### config.mk
export PLATFORM = sky130hd
export DESIGN_NAME = ddr3_read_phase_tuner
export DESIGN_NICKNAME = d
export VERILOG_FILES = /design/src/rtl/ddr3_read_phase_tuner.sv
export SDC_FILE = /design/constraint.sdc
export NUM_CORES = 1
export LEC_CHECK = 0
export CAP_MARGIN = 10
export CORE_ASPECT_RATIO = 0.7
export CORE_MARGIN = 3
export CORE_UTILIZATION = 39
export CTS_CLUSTER_DIAMETER = 120
export DETAILED_ROUTE_END_ITERATION = 7
export PLACE_DENSITY = 0.66
export SYNTH_ARGS = -nofsm -noshare
export SYNTH_HDL_FRONTEND = slang
export SYNTH_SLANG_ARGS = --single-unit
### constraint.sdc
create_clock -name clk -period 10.1 [get_ports clk]
set_input_delay 2.02 -clock clk [delete_from_list [all_inputs] [get_ports clk]]
set_output_delay 2.02 -clock clk [all_outputs]
set_load 0.05 [all_outputs]
### src/rtl/ddr3_read_phase_tuner.sv
// Read-capture phase calibration: sweeps 8 read-clock phases, finds the widest circular passing window, seeks to its centre.
// Optional test-response watchdog enabled by defining PHASE_TUNER_TIMEOUT_EN.
module ddr3_read_phase_tuner #(
  parameter int TESTS_PER_POS = 4,
  parameter int STEP_PULSE    = 4,
  parameter int SETTLE_CYC    = 64,
  parameter int TIMEOUT_CYC   = 4096
) (
  input  logic       clk,
  input  logic       rst,
  input  logic       cal_start_i,
  input  logic       pll_locked_i,
  output logic       test_req_o,
  input  logic       test_done_i,
  input  logic       test_pass_i,
  output logic       phase_step_o,
  output logic       phase_updn_o,
  output logic       busy_o,
  output logic       done_o,
  output logic       cal_fail_o,
  output logic [7:0] pass_map_o,
  output logic [2:0] phase_pos_o
);

  // state     | meaning
  // S_IDLE    | waiting for cal_start
  // S_TEST    | issuing read-compare tests at the current phase
  // S_STEP_HI | phase_step pulse high
  // S_STEP_LO | settle time after a step
  // S_ANALYZE | 16-cycle circular scan of pass_map
  // S_SEEK    | step towards the window centre
  // S_DONE    | one-cycle completion state
  typedef enum logic [2:0] {
    S_IDLE, S_TEST, S_STEP_HI, S_STEP_LO, S_ANALYZE, S_SEEK, S_DONE
  } state_t;

  state_t      state_q;
  logic        test_req_q, phase_step_q, phase_updn_q, busy_q, done_q, cal_fail_q;
  logic [7:0]  pass_map_q;
  logic [2:0]  phase_pos_q;
  logic [15:0] tmr_q;
  logic [7:0]  tcnt_q;
  logic        pos_fail_q;
  logic [3:0]  sweep_cnt_q;
  logic        seeking_q;
  logic [3:0]  scan_idx_q, run_q, best_len_q;
  logic [2:0]  best_end_q, target_q;
`ifdef PHASE_TUNER_TIMEOUT_EN
  logic [31:0] wd_q;
`endif

  logic       scan_bit, resp_fail;
  logic [3:0] run_d, best_len_d;
  logic [2:0] best_end_d, start_d, half_d, target_d;

  always_comb begin
    scan_bit   = pass_map_q[scan_idx_q[2:0]];
    run_d      = scan_bit ? ((run_q == 4'd8) ? 4'd8 : run_q + 4'd1) : 4'd0;
    best_len_d = best_len_q;
    best_end_d = best_end_q;
    if (run_d > best_len_q) begin
      best_len_d = run_d;
      best_end_d = scan_idx_q[2:0];
    end
    // a full-length window (8) wraps to 0 in three bits, which is the intended start arithmetic
    start_d   = best_end_d - best_len_d[2:0] + 3'd1;
    half_d    = 3'((best_len_d - 4'd1) >> 1);
    target_d  = start_d + half_d;
    resp_fail = pos_fail_q | ~test_pass_i;
  end

  always_ff @(posedge clk) begin
    if (rst) begin
      state_q      <= S_IDLE;
      test_req_q   <= 1'b0;
      phase_step_q <= 1'b0;
      phase_updn_q <= 1'b0;
      busy_q       <= 1'b0;
      done_q       <= 1'b0;
      cal_fail_q   <= 1'b0;
      pass_map_q   <= 8'd0;
      phase_pos_q  <= 3'd0;
      tmr_q        <= 16'd0;
      tcnt_q       <= 8'd0;
      pos_fail_q   <= 1'b0;
      sweep_cnt_q  <= 4'd0;
      seeking_q    <= 1'b0;
      scan_idx_q   <= 4'd0;
      run_q        <= 4'd0;
      best_len_q   <= 4'd0;
      best_end_q   <= 3'd0;
      target_q     <= 3'd0;
`ifdef PHASE_TUNER_TIMEOUT_EN
      wd_q         <= 32'd0;
`endif
    end else if (state_q != S_IDLE && state_q != S_DONE && !pll_locked_i) begin
      test_req_q   <= 1'b0;
      phase_step_q <= 1'b0;
      cal_fail_q   <= 1'b1;
      done_q       <= 1'b1;
      busy_q       <= 1'b0;
      state_q      <= S_IDLE;
    end else begin
      case (state_q)
        S_IDLE: begin
          if (cal_start_i) begin
            if (pll_locked_i) begin
              done_q       <= 1'b0;
              cal_fail_q   <= 1'b0;
              pass_map_q   <= 8'd0;
              busy_q       <= 1'b1;
              test_req_q   <= 1'b1;
              phase_updn_q <= 1'b1;
              seeking_q    <= 1'b0;
              sweep_cnt_q  <= 4'd0;
              tcnt_q       <= 8'd0;
              pos_fail_q   <= 1'b0;
`ifdef PHASE_TUNER_TIMEOUT_EN
              wd_q         <= 32'(TIMEOUT_CYC - 1);
`endif
              state_q      <= S_TEST;
            end else begin
              done_q     <= 1'b1;
              cal_fail_q <= 1'b1;
            end
          end
        end
        S_TEST: begin
          if (test_req_q) begin
            if (test_done_i) begin
              test_req_q <= 1'b0;
              pos_fail_q <= resp_fail;
              if (tcnt_q == 8'(TESTS_PER_POS - 1)) begin
                pass_map_q[phase_pos_q] <= ~resp_fail;
                phase_step_q <= 1'b1;
                tmr_q        <= 16'(STEP_PULSE - 1);
                state_q      <= S_STEP_HI;
              end else begin
                tcnt_q <= tcnt_q + 8'd1;
              end
            end
`ifdef PHASE_TUNER_TIMEOUT_EN
            else if (wd_q == 32'd0) begin
              test_req_q <= 1'b0;
              cal_fail_q <= 1'b1;
              done_q     <= 1'b1;
              busy_q     <= 1'b0;
              state_q    <= S_IDLE;
            end else begin
              wd_q <= wd_q - 32'd1;
            end
`endif
          end else begin
            test_req_q <= 1'b1;
`ifdef PHASE_TUNER_TIMEOUT_EN
            wd_q       <= 32'(TIMEOUT_CYC - 1);
`endif
          end
        end
        S_STEP_HI: begin
          if (tmr_q == 16'd0) begin
            phase_step_q <= 1'b0;
            phase_pos_q  <= phase_updn_q ? phase_pos_q + 3'd1 : phase_pos_q - 3'd1;
            tmr_q        <= 16'(SETTLE_CYC - 1);
            if (!seeking_q) sweep_cnt_q <= sweep_cnt_q + 4'd1;
            state_q      <= S_STEP_LO;
          end else begin
            tmr_q <= tmr_q - 16'd1;
          end
        end
        S_STEP_LO: begin
          if (tmr_q == 16'd0) begin
            if (seeking_q) begin
              state_q <= S_SEEK;
            end else if (sweep_cnt_q < 4'd8) begin
              test_req_q <= 1'b1;
              tcnt_q     <= 8'd0;
              pos_fail_q <= 1'b0;
`ifdef PHASE_TUNER_TIMEOUT_EN
              wd_q       <= 32'(TIMEOUT_CYC - 1);
`endif
              state_q    <= S_TEST;
            end else begin
              scan_idx_q <= 4'd0;
              run_q      <= 4'd0;
              best_len_q <= 4'd0;
              best_end_q <= 3'd0;
              state_q    <= S_ANALYZE;
            end
          end else begin
            tmr_q <= tmr_q - 16'd1;
          end
        end
        S_ANALYZE: begin
          run_q      <= run_d;
          best_len_q <= best_len_d;
          best_end_q <= best_end_d;
          scan_idx_q <= scan_idx_q + 4'd1;
          if (scan_idx_q == 4'd15) begin
            if (best_len_d == 4'd0) begin
              cal_fail_q <= 1'b1;
              done_q     <= 1'b1;
              busy_q     <= 1'b0;
              state_q    <= S_DONE;
            end else begin
              // direction is fixed here so it is stable a cycle before the first seek pulse
              target_q     <= target_d;
              phase_updn_q <= (target_d <= 3'd4);
              seeking_q    <= 1'b1;
              state_q      <= S_SEEK;
            end
          end
        end
        S_SEEK: begin
          if (phase_pos_q == target_q) begin
            done_q  <= 1'b1;
            busy_q  <= 1'b0;
            state_q <= S_DONE;
          end else begin
            phase_step_q <= 1'b1;
            tmr_q        <= 16'(STEP_PULSE - 1);
            state_q      <= S_STEP_HI;
          end
        end
        S_DONE:  state_q <= S_IDLE;
        default: state_q <= S_IDLE;
      endcase
    end
  end

  // lock loss must silence the strobes in the very cycle it is seen
  assign test_req_o   = test_req_q & pll_locked_i;
  assign phase_step_o = phase_step_q & pll_locked_i;
  assign phase_updn_o = phase_updn_q;
  assign busy_o       = busy_q;
  assign done_o       = done_q;
  assign cal_fail_o   = cal_fail_q;
  assign pass_map_o   = pass_map_q;
  assign phase_pos_o  = phase_pos_q;

endmodule

## After elaboration in Yosys (flattened, before gate mapping)

Index checks and enable logic that the tools add are counted.

- Register bits: 68
- Input port bits: 6
- Output and inout port bits: 17
- Logic and storage cells: 208

- Add/sub/neg operators: 11
- Order comparisons: 6
- Eq/ne operators: 32
- Mux-type cells: 99
- Bitwise logic cells: 7
- Reductions and logical operators: 34

Operator list:

| operator | number |
|---|---|
| 16-bit two-way mux | 6 |
| 8-bit two-way mux | 11 |
| 16-bit one-hot mux with 4 select lines | 1 |
| 3-bit two-way mux | 16 |
| 4-bit two-way mux | 10 |
| 2-bit != test, second input constant | 18 |
| 1-bit two-way mux | 35 |
| 4-bit one-hot mux with 2 select lines | 4 |
| 6-bit AND reduction | 5 |
| 8-bit one-hot mux with 3 select lines | 1 |
| 3-bit one-hot mux with 6 select lines | 1 |
| 16-bit zero test | 1 |
| 8-bit one-hot mux with 2 select lines | 1 |
| 16-bit by 1-bit subtractor with 16-bit output, second input constant | 1 |
| 3-bit != test, second input constant | 5 |
| 1-bit one-hot mux with 3 select lines | 5 |
| 3-bit nonzero test | 5 |
| 7-bit AND reduction | 2 |
| 4-bit by 1-bit adder with 4-bit output, second input constant | 3 |
| 10-bit AND reduction | 1 |
| 5-bit AND reduction | 2 |
| 9-bit AND reduction | 1 |
| 8-bit by 1-bit adder with 8-bit output, second input constant | 1 |
| 8-bit bitwise mux | 1 |
| 34 further kinds | 52 |

## Depth between registers and ports, before layout

Gate-level depths: netlist of run 1.

- Word-level depth: 12
- Mapped depth: 20

## Least setup slack after synthesis of run 1

OpenSTA, ideal clock, no wires.

- Kind: input port to output port
- Start: input port pll_locked_i
- End: output port phase_step_o
- Arrival time: 3.268 ns
- Slack: 4.812 ns
- Stages: 3
- Cells stage by stage: clkdlybuf4s50_2 -> clkbuf_1 -> and2_1

- Longest elaborated chain between the ends: 1

Ends and longest elaborated chain:

| item | RTL line | RTL |
|---|---|---|
| from (decl) | 12 | `input logic pll_locked_i,` |
| 1-bit bitwise AND | 233 | `assign phase_step_o = phase_step_q & pll_locked_i;` |
| to (decl) | 16 | `output logic phase_step_o,` |

Every way passes these cells.

## Worst setup path in the final report of run 1

Ends and elaborated chain as after synthesis.

==> results.md, run 1 <==
* Status: complete, no violations
* Unique masters post-synth at 71
* Crit share post-route at 0.5810
* Global-route wire length before repair at 17600 um
* Max Cap Viol at 0
* DIE AREA at 11940 um2
* Root Driver: clkbuf_16
* Reg2reg path depth at 16
* WL/cell at 15.89 um
* # IOs at 23
* Ant. Diodes at 0
* Worst path slowest cell: clkdlybuf4s50_1
* Cts repair resizes at 0
* PwrDens at 204.2 nW/um2
* Combinational power share at 0.335
* # hold bufs at CTS at 0
* Crit Path Max Fanout at 17
* Worst path depth at 3
* Tmin final at 5.868 ns
* RSZ-0062 raised after global routing: false
* Vias in the first global route at 3463
* Die width at 129.3 um
* Post-route setup slack at 4.232 ns
* Fill cell count at 979
* Worst slew pin tran at 0.8917 ns
* Leak at 0.001667 uW
* H-tree levels at 3
* Maximum root-to-sink buffer count at 2
* Worst Path Arrival at 3.85 ns
* Core area at 10020 um2
* Maximum clock rate at 170.4 MHz
* CTS Sinks at 68
* Num CTS Buffers at 9
* Final WL at 10420 um
* Insertion delay to the later sink of the worst-skew pair at 0.33 ns
* Synth Cell Area at 4151 um2
* GRT Overall Usage at 0.1816
* Buf/Inv on CP at 2
* Ys Warns at 0
* Net switching power at 347.7 uW
* Setup WS pre-CTS at 4.214 ns
* HP Class: register to register
* Clock power share at 0.315
* Antenna Nets Post-Route at 0
* Switching share of power at 0.3615
* Grt total ovfl at 0
* CP startpoint kind: primary input
* Slew margin rel. at 0.4004
* Routed vias at 3891
* Fin. Hold Viols at 0
* Hpwl dp at 7512 um
* Layout cells sized above 1 at 0.08144
* Syn Inst Count at 514
* Syn nets at 531
* Port buffer count at 22
* CP endpoint kind: primary output
* Initial core utilization at 0.4142
* Syn avg cell area at 8.077 um2
* Hold path cells at 2
* 1st-iter DRT viols at 225
* Max-slew violations at 0
* Die H at 92.32 um
* Ys async rst share at 0
* Int Power at 614.1 uW
* Clock Skew at 0.01085 ns
* Kind of cell adding the most delay to the critical path: buffers and inverters
* CP Class: primary input to primary output
* Register area share after synthesis at 0.3279
* Req. time, crit path at 8.08 ns
* Routability Congestion at 0.9304
* Ordered cell list for the critical path: clkdlybuf4s50_1 > and2_1 > clkdlybuf4s50_1
* Initial antenna violation count at 0
* Delay of the slowest cell on the worst path at 0.82 ns
* Peak VDD IR at 0.09095 mV
* Post-synth EDFFs at 0
* DR DRC count at 0
* Synth Register Bits at 68
* Most frequent CP cell: clkdlybuf4s50_1
* Final setup fails at 0
* Area Growth Syn to Fin at 13.44%
* Hold WS at 0.4706 ns
* Reg clk slew, reported paths at 0.05 ns
* CTS tree: built
* Vias per cell at 5.931
* TritonRoute pass-1 iters at 4
* Seq pwr share at 0.350
* Rows at 30
* Final nets at 540
* Synth Flop Type: dfxtp_1
* Largest net degree at the start of global routing at 40
* Post-CTS setup buffers at 0
* Setup TNS at 0 ns
-- synthesized netlist by cell type (3+ instances only) --
master,count,area [um2]
inv_1,19,71.32
xor2_1,12,105.1
nor2b_1,9,56.30
a22oi_1,5,37.54
dfxtp_1,68,1361
nand3b_1,3,22.52
o211ai_1,3,22.52
nor4_1,6,37.54
nor3_1,20,100.1
mux2i_1,11,110.1
nand4_1,8,50.05
or3_2,3,22.52
a21o_1,3,22.52
or2_2,4,25.02
a31oi_1,6,37.54
nand3_1,14,70.07
nor2_1,56,210.2
o211a_1,3,30.03
mux2_2,4,45.04
and3_1,7,43.79
o21a_1,3,22.52
xnor2_1,17,148.9
a21oi_1,50,250.2
or3_1,9,56.30
clkbuf_1,20,75.07
and2_1,7,43.79
o31ai_1,13,97.59
nand2b_1,3,18.77
o21ai_0,30,150.1
a211oi_1,4,30.03
nor3b_1,3,22.52
a2bb2oi_1,3,26.28
nand2_1,32,120.1
ha_1,9,112.6
-- cell type report --
type	instances	area [um2]	share of cell area
Multi-Input combinational cell	401	2596	0.5513
Sequential cell	68	1361	0.2891
Timing Repair Buffer	24	235.2	0.04995
Clock buffer	11	232.7	0.04942
Tap cell	128	160.2	0.03401
Inverter	19	71.32	0.01514
Clock inverter	5	52.55	0.01116
-- sequential cells by signal, indices dropped and copies added, names as in the netlist, 4 cells and up --
signal       cells
run_q            4
pass_map_o       8
tmr_q           16
scan_idx_q       4
best_len_q       4
sweep_cnt_q      4
tcnt_q           8
-- worst reg2reg max path, stage by stage (launching register included) --
cell	delay [ns]
dfxtp_1	0.77
mux2i_1	0.17
mux4_2	0.64
nor2_1	0.35
ha_1	0.34
nor2b_1	0.18
nand4_1	0.10
a21oi_1	0.07
a2bb2oi_1	0.21
nor3_1	0.67
nor3_1	0.09
a21oi_1	0.18
xnor2_1	0.10
fa_1	0.48
nor4_1	0.39
nor3_1	0.10
o211a_1	0.23
-- routing by layer --
metal	track usage	routed length [um]	vias up
met2	0.2345	4174	132
met5	0	0	-
met4	0.04371	120	0
met3	0.05764	715	15
li1	-	-	1898
met1	0.2846	5413	1846
-- final timing paths --
kind	start	end	slack (ns)
min reg2reg	done_o	done_o	0.47
min	done_o	done_o	0.47
max	pll_locked_i	phase_step_o	4.23
max reg2reg	scan_idx_q[0]	phase_updn_o	4.92
-- placed cells by master, fill, tap and decap left out, types with 5 or more instances in the layout --
master,synthesis,final
dfxtp_1,68,68
nor2_1,56,56
a21oi_1,50,50
nand2_1,32,32
o21ai_0,30,30
clkdlybuf4s50_1,0,22
nor3_1,20,20
inv_1,19,19
xnor2_1,17,17
nand3_1,14,14
o31ai_1,13,13
xor2_1,12,12
mux2i_1,11,11
nor2b_1,9,9
or3_1,9,9
ha_1,9,9
clkbuf_16,0,9
nand4_1,8,8
and2_1,7,7
and3_1,7,7
nor4_1,6,6
a31oi_1,6,6
a22oi_1,5,5
-- kinds of logic (layout without fill, tap and decap cells) --
| kind of cell | after synthesis | after routing | share of synthesized area |
|---|---|---|---|
| compound gates | 148 | 148 | 0.2342 |
| xor+xnor | 29 | 29 | 0.06118 |
| fa+ha+maj | 11 | 11 | 0.03677 |
| buf+inv | 45 | 59 | 0.04671 |
| flops | 68 | 68 | 0.3279 |
| mux | 17 | 17 | 0.04822 |
| simple gates | 196 | 196 | 0.2450 |
-- through the flow --
| step | total power, uW | cell area (um2) | instances | util |
|---|---|---|---|---|
| 2_1_floorplan | 585.1 | 4151 | 514 | - |
| 3_3_place_gp | 651.8 | 4424 | 640 | 0.4414 |
| 3_5_place_dp | 659.3 | 4424 | 640 | 0.4414 |
| 4_1_cts | 967.4 | 4710 | 656 | 0.4699 |
| 5_1_grt | 1019 | 4710 | 656 | 0.4699 |
| 6_report | 961.8 | 4710 | 656 | 0.4699 |
-- power groups by stage --
stage	Clock, uW	Combinational, uW	Sequential [uW]
5_1_grt	322	355	342
4_1_cts	312	320	336
2_1_floorplan	0	238	347
3_3_place_gp	0	311	341
3_5_place_dp	0	318	342
6_report	303	322	336
(Power assumes the default switching activity.)
==> run 2: changes to the inputs <==
==> constraint.sdc (replaced) <==
create_clock -name clk -period 5.46 [get_ports clk]
set_input_delay 1.092 -clock clk [delete_from_list [all_inputs] [get_ports clk]]
set_output_delay 1.092 -clock clk [all_outputs]
set_load 0.05 [all_outputs]
==> run 2 against run 1 <==
Routed wire length increased by 6.0%. Sequential cell count stayed put. Register-to-register slack worse by 4.6 ns. Critical endpoint is now phase_updn_o. Count of clock-buffer cells in the layout decreased by 2. Setup slack worse by 3.9 ns. Critical path depth grew 13. Power is 93% higher. Clock power grew 110%.
==> results.md, run 2 (synthesis gave the netlist of run 1 again) <==
* Maximum root-to-sink buffer count at 2 (unchanged)
* Root Driver: clkbuf_16 (unchanged)
* Final WL at 11050 um (was 10420 um)
* PwrDens at 388.7 nW/um2 (was 204.2 nW/um2)
* WL/cell at 16.79 um (was 15.89 um)
* Worst setup path endpoint: phase_updn_o (was phase_step_o)
* Routed vias at 3934 (was 3891)
* # IOs at 23 (unchanged)
* Worst Path Arrival at 5.33 ns (was 3.85 ns)
* Fin. Hold Viols at 0 (unchanged)
* Die width at 129.3 um (unchanged)
* DIE AREA at 11940 um2 (unchanged)
* Max-slew violations at 0 (unchanged)
* CP startpoint kind: register (was primary input)
* Leak at 0.001686 uW (was 0.001667 uW)
* Kind of cell adding the most delay to the critical path: simple AND/OR/NAND/NOR gates (was buffers and inverters)
* Rows at 30 (unchanged)
* GRT Overall Usage at 0.1927 (was 0.1816)
* Antenna Nets Post-Route at 0 (unchanged)
* Post-CTS setup buffers at 0 (unchanged)
* 1st-iter DRT viols at 344 (was 225)
* Clock Skew at 0.005834 ns (was 0.01085 ns)
* Worst slew pin tran at 0.8909 ns (was 0.8917 ns)
* Setup crit start: scan_idx_q[0] (was pll_locked_i)
* Routability Congestion at 0.9493 (was 0.9304)
* CP endpoint kind: register (was primary output)
* Largest net degree at the start of global routing at 40 (unchanged)
* Initial antenna violation count at 0 (unchanged)
* R2r startpoint: scan_idx_q[0] (unchanged)
* CTS Sinks at 68 (unchanged)
* Global-route wire length before repair at 18640 um (was 17600 um)
* Hold WS at 0.4711 ns (was 0.4706 ns)
* Crit share post-route at 0.9332
* Area Growth Syn to Fin at 14.77% (was 13.44%)
* # hold bufs at CTS at 0 (unchanged)
* Max Cap Viol at 0 (unchanged)
* Ant. Diodes at 0 (unchanged)
* Status: complete, no violations (unchanged)
* TritonRoute pass-1 iters at 5 (was 4)
* CP Class: register to register (was primary input to primary output)
* Die H at 92.32 um (unchanged)
* Port buffer count at 22 (unchanged)
* Crit Path Max Fanout at 14 (was 17)
* Initial core utilization at 0.4142 (unchanged)
* Ordered cell list for the critical path: mux2i_1 > mux4_2 > nor2_1 > ha_1 > nor2b_1 > nand4_1 > a21oi_1 > a2bb2oi_1 > nor3_1 > nor3_1 > a21oi_1 > xnor2_1 > fa_1 > nor4_1 > nor3_1 > o211a_1 (was clkdlybuf4s50_1 > and2_1 > clkdlybuf4s50_1)
* Final setup fails at 0 (unchanged)
* Largest Register: tmr_q (unchanged)
* Delay of the slowest cell on the worst path at 0.72 ns (was 0.82 ns)
* Insertion delay to the later sink of the worst-skew pair at 0.33 ns (about the same)
* Reg2reg path depth at 16 (unchanged)
* Final nets at 542 (was 540)
* RSZ-0062 raised after global routing: false (unchanged)
* Slew margin rel. at 0.4010 (was 0.4004)
* Maximum clock rate at 196.3 MHz
* Worst path depth at 16 (was 3)
* H-tree levels at 3 (unchanged)
* Peak VDD IR at 0.1513 mV (was 0.09095 mV)
* Core area at 10020 um2 (unchanged)
* Num CTS Buffers at 9 (unchanged)
* Grt total ovfl at 0 (unchanged)
* RR Endpoint: phase_updn_o (unchanged)
* Worst reg2reg setup slack at 0.36 ns (was 4.92 ns)
* Hpwl dp at 7789 um (was 7512 um)
* Max reg flops at 16 (unchanged)
* Commonest non-fill, non-tap cell in the layout: dfxtp_1 (unchanged)
* Buf/Inv on CP at 0 (was 2)
* Worst path slowest cell: dfxtp_1 (was clkdlybuf4s50_1)
* Layout cells sized above 1 at 0.08868 (was 0.08144)
* Req. time, crit path at 5.69 ns (was 8.08 ns)
* Setup TNS at 0 ns (unchanged)
* Reg clk slew, reported paths at 0.06 ns (was 0.05 ns)
* Cts repair resizes at 0 (unchanged)
* Vias in the first global route at 3634 (was 3463)
* Most frequent CP cell: nor3_1 (was clkdlybuf4s50_1)
* Most frequent cells in the layout: 68 x dfxtp_1, 56 x nor2_1, 50 x a21oi_1 (unchanged)
* HP Class: register to register (unchanged)
* CTS tree: built (unchanged)
* DR DRC count at 0 (unchanged)
* Tmin final at 5.095 ns
* Vias per cell at 5.979 (was 5.931)
[run 2: worst min-delay path by stage]
stage | start | endpoint | slack, ns | cells after the start
after floorplan | pos_fail_q | pos_fail_q | 0.44 | 2
after CTS | done_o | done_o | 0.47 | 2
after global placement | done_o | done_o | 0.45 | 2
final | done_o | done_o | 0.47 | 2
after global routing | done_o | done_o | 0.49 | 2
after detailed placement | done_o | done_o | 0.47 | 2
[run 2: area by class of cell]
| type | instances | area (um2) |
|---|---|---|
| Inverter | 19 | 71.32 |
| Tap cell | 128 | 160.2 |
| Clock buffer | 9 | 225.2 |
| Timing Repair Buffer | 26 | 250.2 |
| Fill cell | 977 | 5258 |
| Multi-Input combinational cell | 401 | 2596 |
| Sequential cell | 68 | 1361 |
| Clock inverter | 7 | 100.1 |
[run 2: per-layer routing]
metal | global-route usage | routed length, um
met2 | 0.2522 | 4354
met3 | 0.04496 | 802
met1 | 0.3028 | 5709
met5 | 0 | 0
met4 | 0.06206 | 186
[run 2: report_power, final]
group / switching, uW / internal, uW
clock network: 234 / 402
logic: 358 / 234
registers: 72.8 / 551
total: 665 / 1190
[run 2: tightest hold or removal path: stages (launching register included)]
cell and delay [ns]:
dfxtp_1 0.32, nand2_1 0.05, o31ai_1 0.05
[run 2: metrics by stage]
step / utilization / instances / area [um2] / worst slack (ns) / power [uW]
global route: 0.4754 / 658 / 4765 / 0.01905 / 1964
finish: 0.4754 / 658 / 4765 / 0.3646 / 1852
detailed placement: 0.4429 / 642 / 4439 / 0.4592 / 1216
CTS: 0.4754 / 658 / 4765 / 0.4439 / 1860
global placement: 0.4429 / 642 / 4439 / 0.6887 / 1208
floorplan: - / 514 / 4151 / 0.9696 / 1082
==> run 3: changes to the inputs <==
--- a/config.mk
+++ b/config.mk
@@ -6,7 +6,7 @@
 export NUM_CORES = 1
 export LEC_CHECK = 0
 export CAP_MARGIN = 10
-export CORE_ASPECT_RATIO = 0.7
+export CORE_ASPECT_RATIO = 0.75
 export CORE_MARGIN = 3
 export CORE_UTILIZATION = 39
 export CTS_CLUSTER_DIAMETER = 120
==> run 3 against run 2 <==
Setup slack better by 0.18 ns. Design area is 0.50% lower. Combinational power hardly changed. Critical path type unchanged.
==> results.md, run 3 (synthesis gave the netlist of run 1 again) <==
* Ordered cell list for the critical path: mux2i_1 > mux4_2 > nor2_1 > ha_1 > nor2b_1 > nand4_1 > a21oi_1 > a2bb2oi_1 > nor3_2 > nor3_1 > a21oi_1 > xnor2_1 > fa_1 > nor4_1 > nor3_1 > o211a_1 (was mux2i_1 > mux4_2 > nor2_1 > ha_1 > nor2b_1 > nand4_1 > a21oi_1 > a2bb2oi_1 > nor3_1 > nor3_1 > a21oi_1 > xnor2_1 > fa_1 > nor4_1 > nor3_1 > o211a_1)
* CTS tree: built (unchanged)
* GRT Overall Usage at 0.1880 (was 0.1927)
* Register area at 1361 um2 (unchanged)
* # hold bufs at CTS at 0 (unchanged)
* Layout cells sized above 1 at 0.08523 (was 0.08868)
* Slew margin rel. at 0.3450 (was 0.4010)
* Die H at 95.35 um (was 92.32 um)
* Req. time, crit path at 5.68 ns (was 5.69 ns)
* Delay of the slowest cell on the worst path at 0.70 ns (was 0.72 ns)
* Leak at 0.001682 uW (was 0.001686 uW)
* Final setup fails at 0 (unchanged)
* Maximum clock rate at 203.4 MHz (was 196.3 MHz)
* Ant. Diodes at 0 (unchanged)
* 1st-iter DRT viols at 420 (was 344)
* Reg clk slew, reported paths at 0.05 ns (was 0.06 ns)
* Hold_sp: done_o (unchanged)
* TritonRoute pass-1 iters at 5 (unchanged)
* Largest net degree at the start of global routing at 40 (unchanged)
* Final nets at 542 (unchanged)
* Most frequent cells in the layout: 68 x dfxtp_1, 56 x nor2_1, 50 x a21oi_1 (unchanged)
* PwrDens at 377.7 nW/um2 (was 388.7 nW/um2)
* CP startpoint kind: register (unchanged)
* Maximum root-to-sink buffer count at 2 (unchanged)
* Hold Path End: done_o (unchanged)
* RR Endpoint: phase_updn_o (unchanged)
* DR DRC count at 0 (unchanged)
* Port buffer count at 22 (unchanged)
* Kind of cell adding the most delay to the critical path: simple AND/OR/NAND/NOR gates (unchanged)
* Max-slew violations at 0 (unchanged)
* CP Class: register to register (unchanged)
* Setup WS pre-CTS at 0.4475 ns (was 0.4592 ns)
* Antenna Nets Post-Route at 0 (unchanged)
* # IOs at 23 (unchanged)
* DIE AREA at 11930 um2 (was 11940 um2)
* Grt total ovfl at 0 (unchanged)
* Dpl cells at 646 (was 642)
* Hpwl dp at 7500 um (was 7789 um)
* Hold WS at 0.4617 ns (was 0.4711 ns)
* Final WL at 10690 um (was 11050 um)
* HP Class: register to register (unchanged)
* Max reg flops at 16 (unchanged)
* Setup TNS at 0 ns (unchanged)
* Cell Count, Final, Fillers Out at 660 (was 658)
* Commonest non-fill, non-tap cell in the layout: dfxtp_1 (unchanged)
* Crit Path Max Fanout at 14 (unchanged)
* Die width at 125.1 um (was 129.3 um)
* Post-CTS setup buffers at 0 (unchanged)
* Worst Path Arrival at 5.14 ns (was 5.33 ns)
* WL/cell at 16.20 um (was 16.79 um)
* Max Cap Viol at 0 (unchanged)
* H-tree levels at 3 (unchanged)
* Multi-input gate area at 2601 um2 (was 2596 um2)
* Initial antenna violation count at 0 (unchanged)
* Clock Skew at 0.007446 ns (was 0.005834 ns)
* Worst path slowest cell: dfxtp_1 (unchanged)
* Largest Register: tmr_q (unchanged)
* CTS Sinks at 68 (unchanged)
* Crit share post-route at 0.9006 (was 0.9332)
* R2r startpoint: scan_idx_q[0] (unchanged)
* Root Driver: clkbuf_16 (unchanged)
* Insertion delay to the later sink of the worst-skew pair at 0.33 ns (about the same)
* Fin. Hold Viols at 0 (unchanged)
* Post-route setup slack at 0.5425 ns (was 0.3646 ns)
* Worst slew pin tran at 0.9742 ns (was 0.8909 ns)
* Initial core utilization at 0.4149 (was 0.4142)
* RSZ-0062 raised after global routing: false (unchanged)
* Rows at 31 (was 30)
* Hold path cells at 2 (unchanged)
* Global-route wire length before repair at 18330 um (was 18640 um)
* Worst reg2reg setup slack at 0.54 ns (was 0.36 ns)
* Reg2reg path depth at 16 (unchanged)
* Status: complete, no violations (unchanged)
* Routed vias at 3853 (was 3934)
* Area Growth Syn to Fin at 14.20% (was 14.77%)
* Peak VDD IR at 0.1672 mV (was 0.1513 mV)
* Fill cell count at 965 (was 977)
* CP endpoint kind: register (unchanged)
* Vias per cell at 5.838 (was 5.979)
* Tmin final at 4.917 ns (was 5.095 ns)
* Routability Congestion at 0.9580 (was 0.9493)
* Num CTS Buffers at 9 (unchanged)
* Vias in the first global route at 3620 (was 3634)
* Power, Total at 1790 uW (was 1852 uW)
* Buf/Inv on CP at 0 (unchanged)
* Core area at 10010 um2 (was 10020 um2)
## run 3: how the worst max path moves through the flow
stage,from,endpoint,cells past startpoint
after floorplan,pass_map_o[5],phase_updn_o,17
after global placement,scan_idx_q[0],phase_updn_o,16
after detailed placement,scan_idx_q[0],phase_updn_o,14
after CTS,scan_idx_q[0],phase_updn_o,14
after global routing,scan_idx_q[0],phase_updn_o,16
final,scan_idx_q[0],phase_updn_o,16
## run 3: repair_timing
action | in CTS | in global routing
endpoints found under the setup margin | 0 | 1
gates resized for setup | 0 | 1
hold endpoints to repair | 0 | 0
## run 3: layout make-up
class / count / area share
multi-input cells: 401 / 0.5487
flip-flops and latches: 68 / 0.2871
clock buffers: 12 / 0.05410
repair buffers: 26 / 0.05278
well taps: 132 / 0.03484
inverters: 19 / 0.01504
clock inverters: 2 / 0.007390
## run 3: routing by layer
| layer | global-route usage | wire length (um) |
|---|---|---|
| met4 | 0.05686 | 152 |
| met3 | 0.04815 | 717 |
| met1 | 0.2757 | 5526 |
| met5 | 0 | 0 |
| met2 | 0.2697 | 4295 |
## run 3: where the power goes
group / switching (uW) / leakage (uW) / internal [uW] / total [uW]
clock: 206 / 0.000145 / 372 / 578
sequential: 71.8 / 0.000550 / 552 / 623
combinational: 355 / 0.000987 / 234 / 589
total: 633 / 0.00168 / 1160 / 1790
## run 3: stage by stage
stage	instance area [um2]	util
after floorplan	4151	-
after global placement	4444	0.4441
after detailed placement	4444	0.4441
after CTS	4736	0.4732
after global routing	4741	0.4737
final	4741	0.4737
## run 3: worst reg2reg max path, stage by stage, from the launching register on
cell and delay, ns:
dfxtp_1 0.70, mux2i_1 0.17, mux4_2 0.63, nor2_1 0.31, ha_1 0.23, nor2b_1 0.26
nand4_1 0.14, a21oi_1 0.19, a2bb2oi_1 0.41, nor3_2 0.18, nor3_1 0.18, a21oi_1 0.07
xnor2_1 0.17, fa_1 0.47, nor4_1 0.39, nor3_1 0.10, o211a_1 0.23
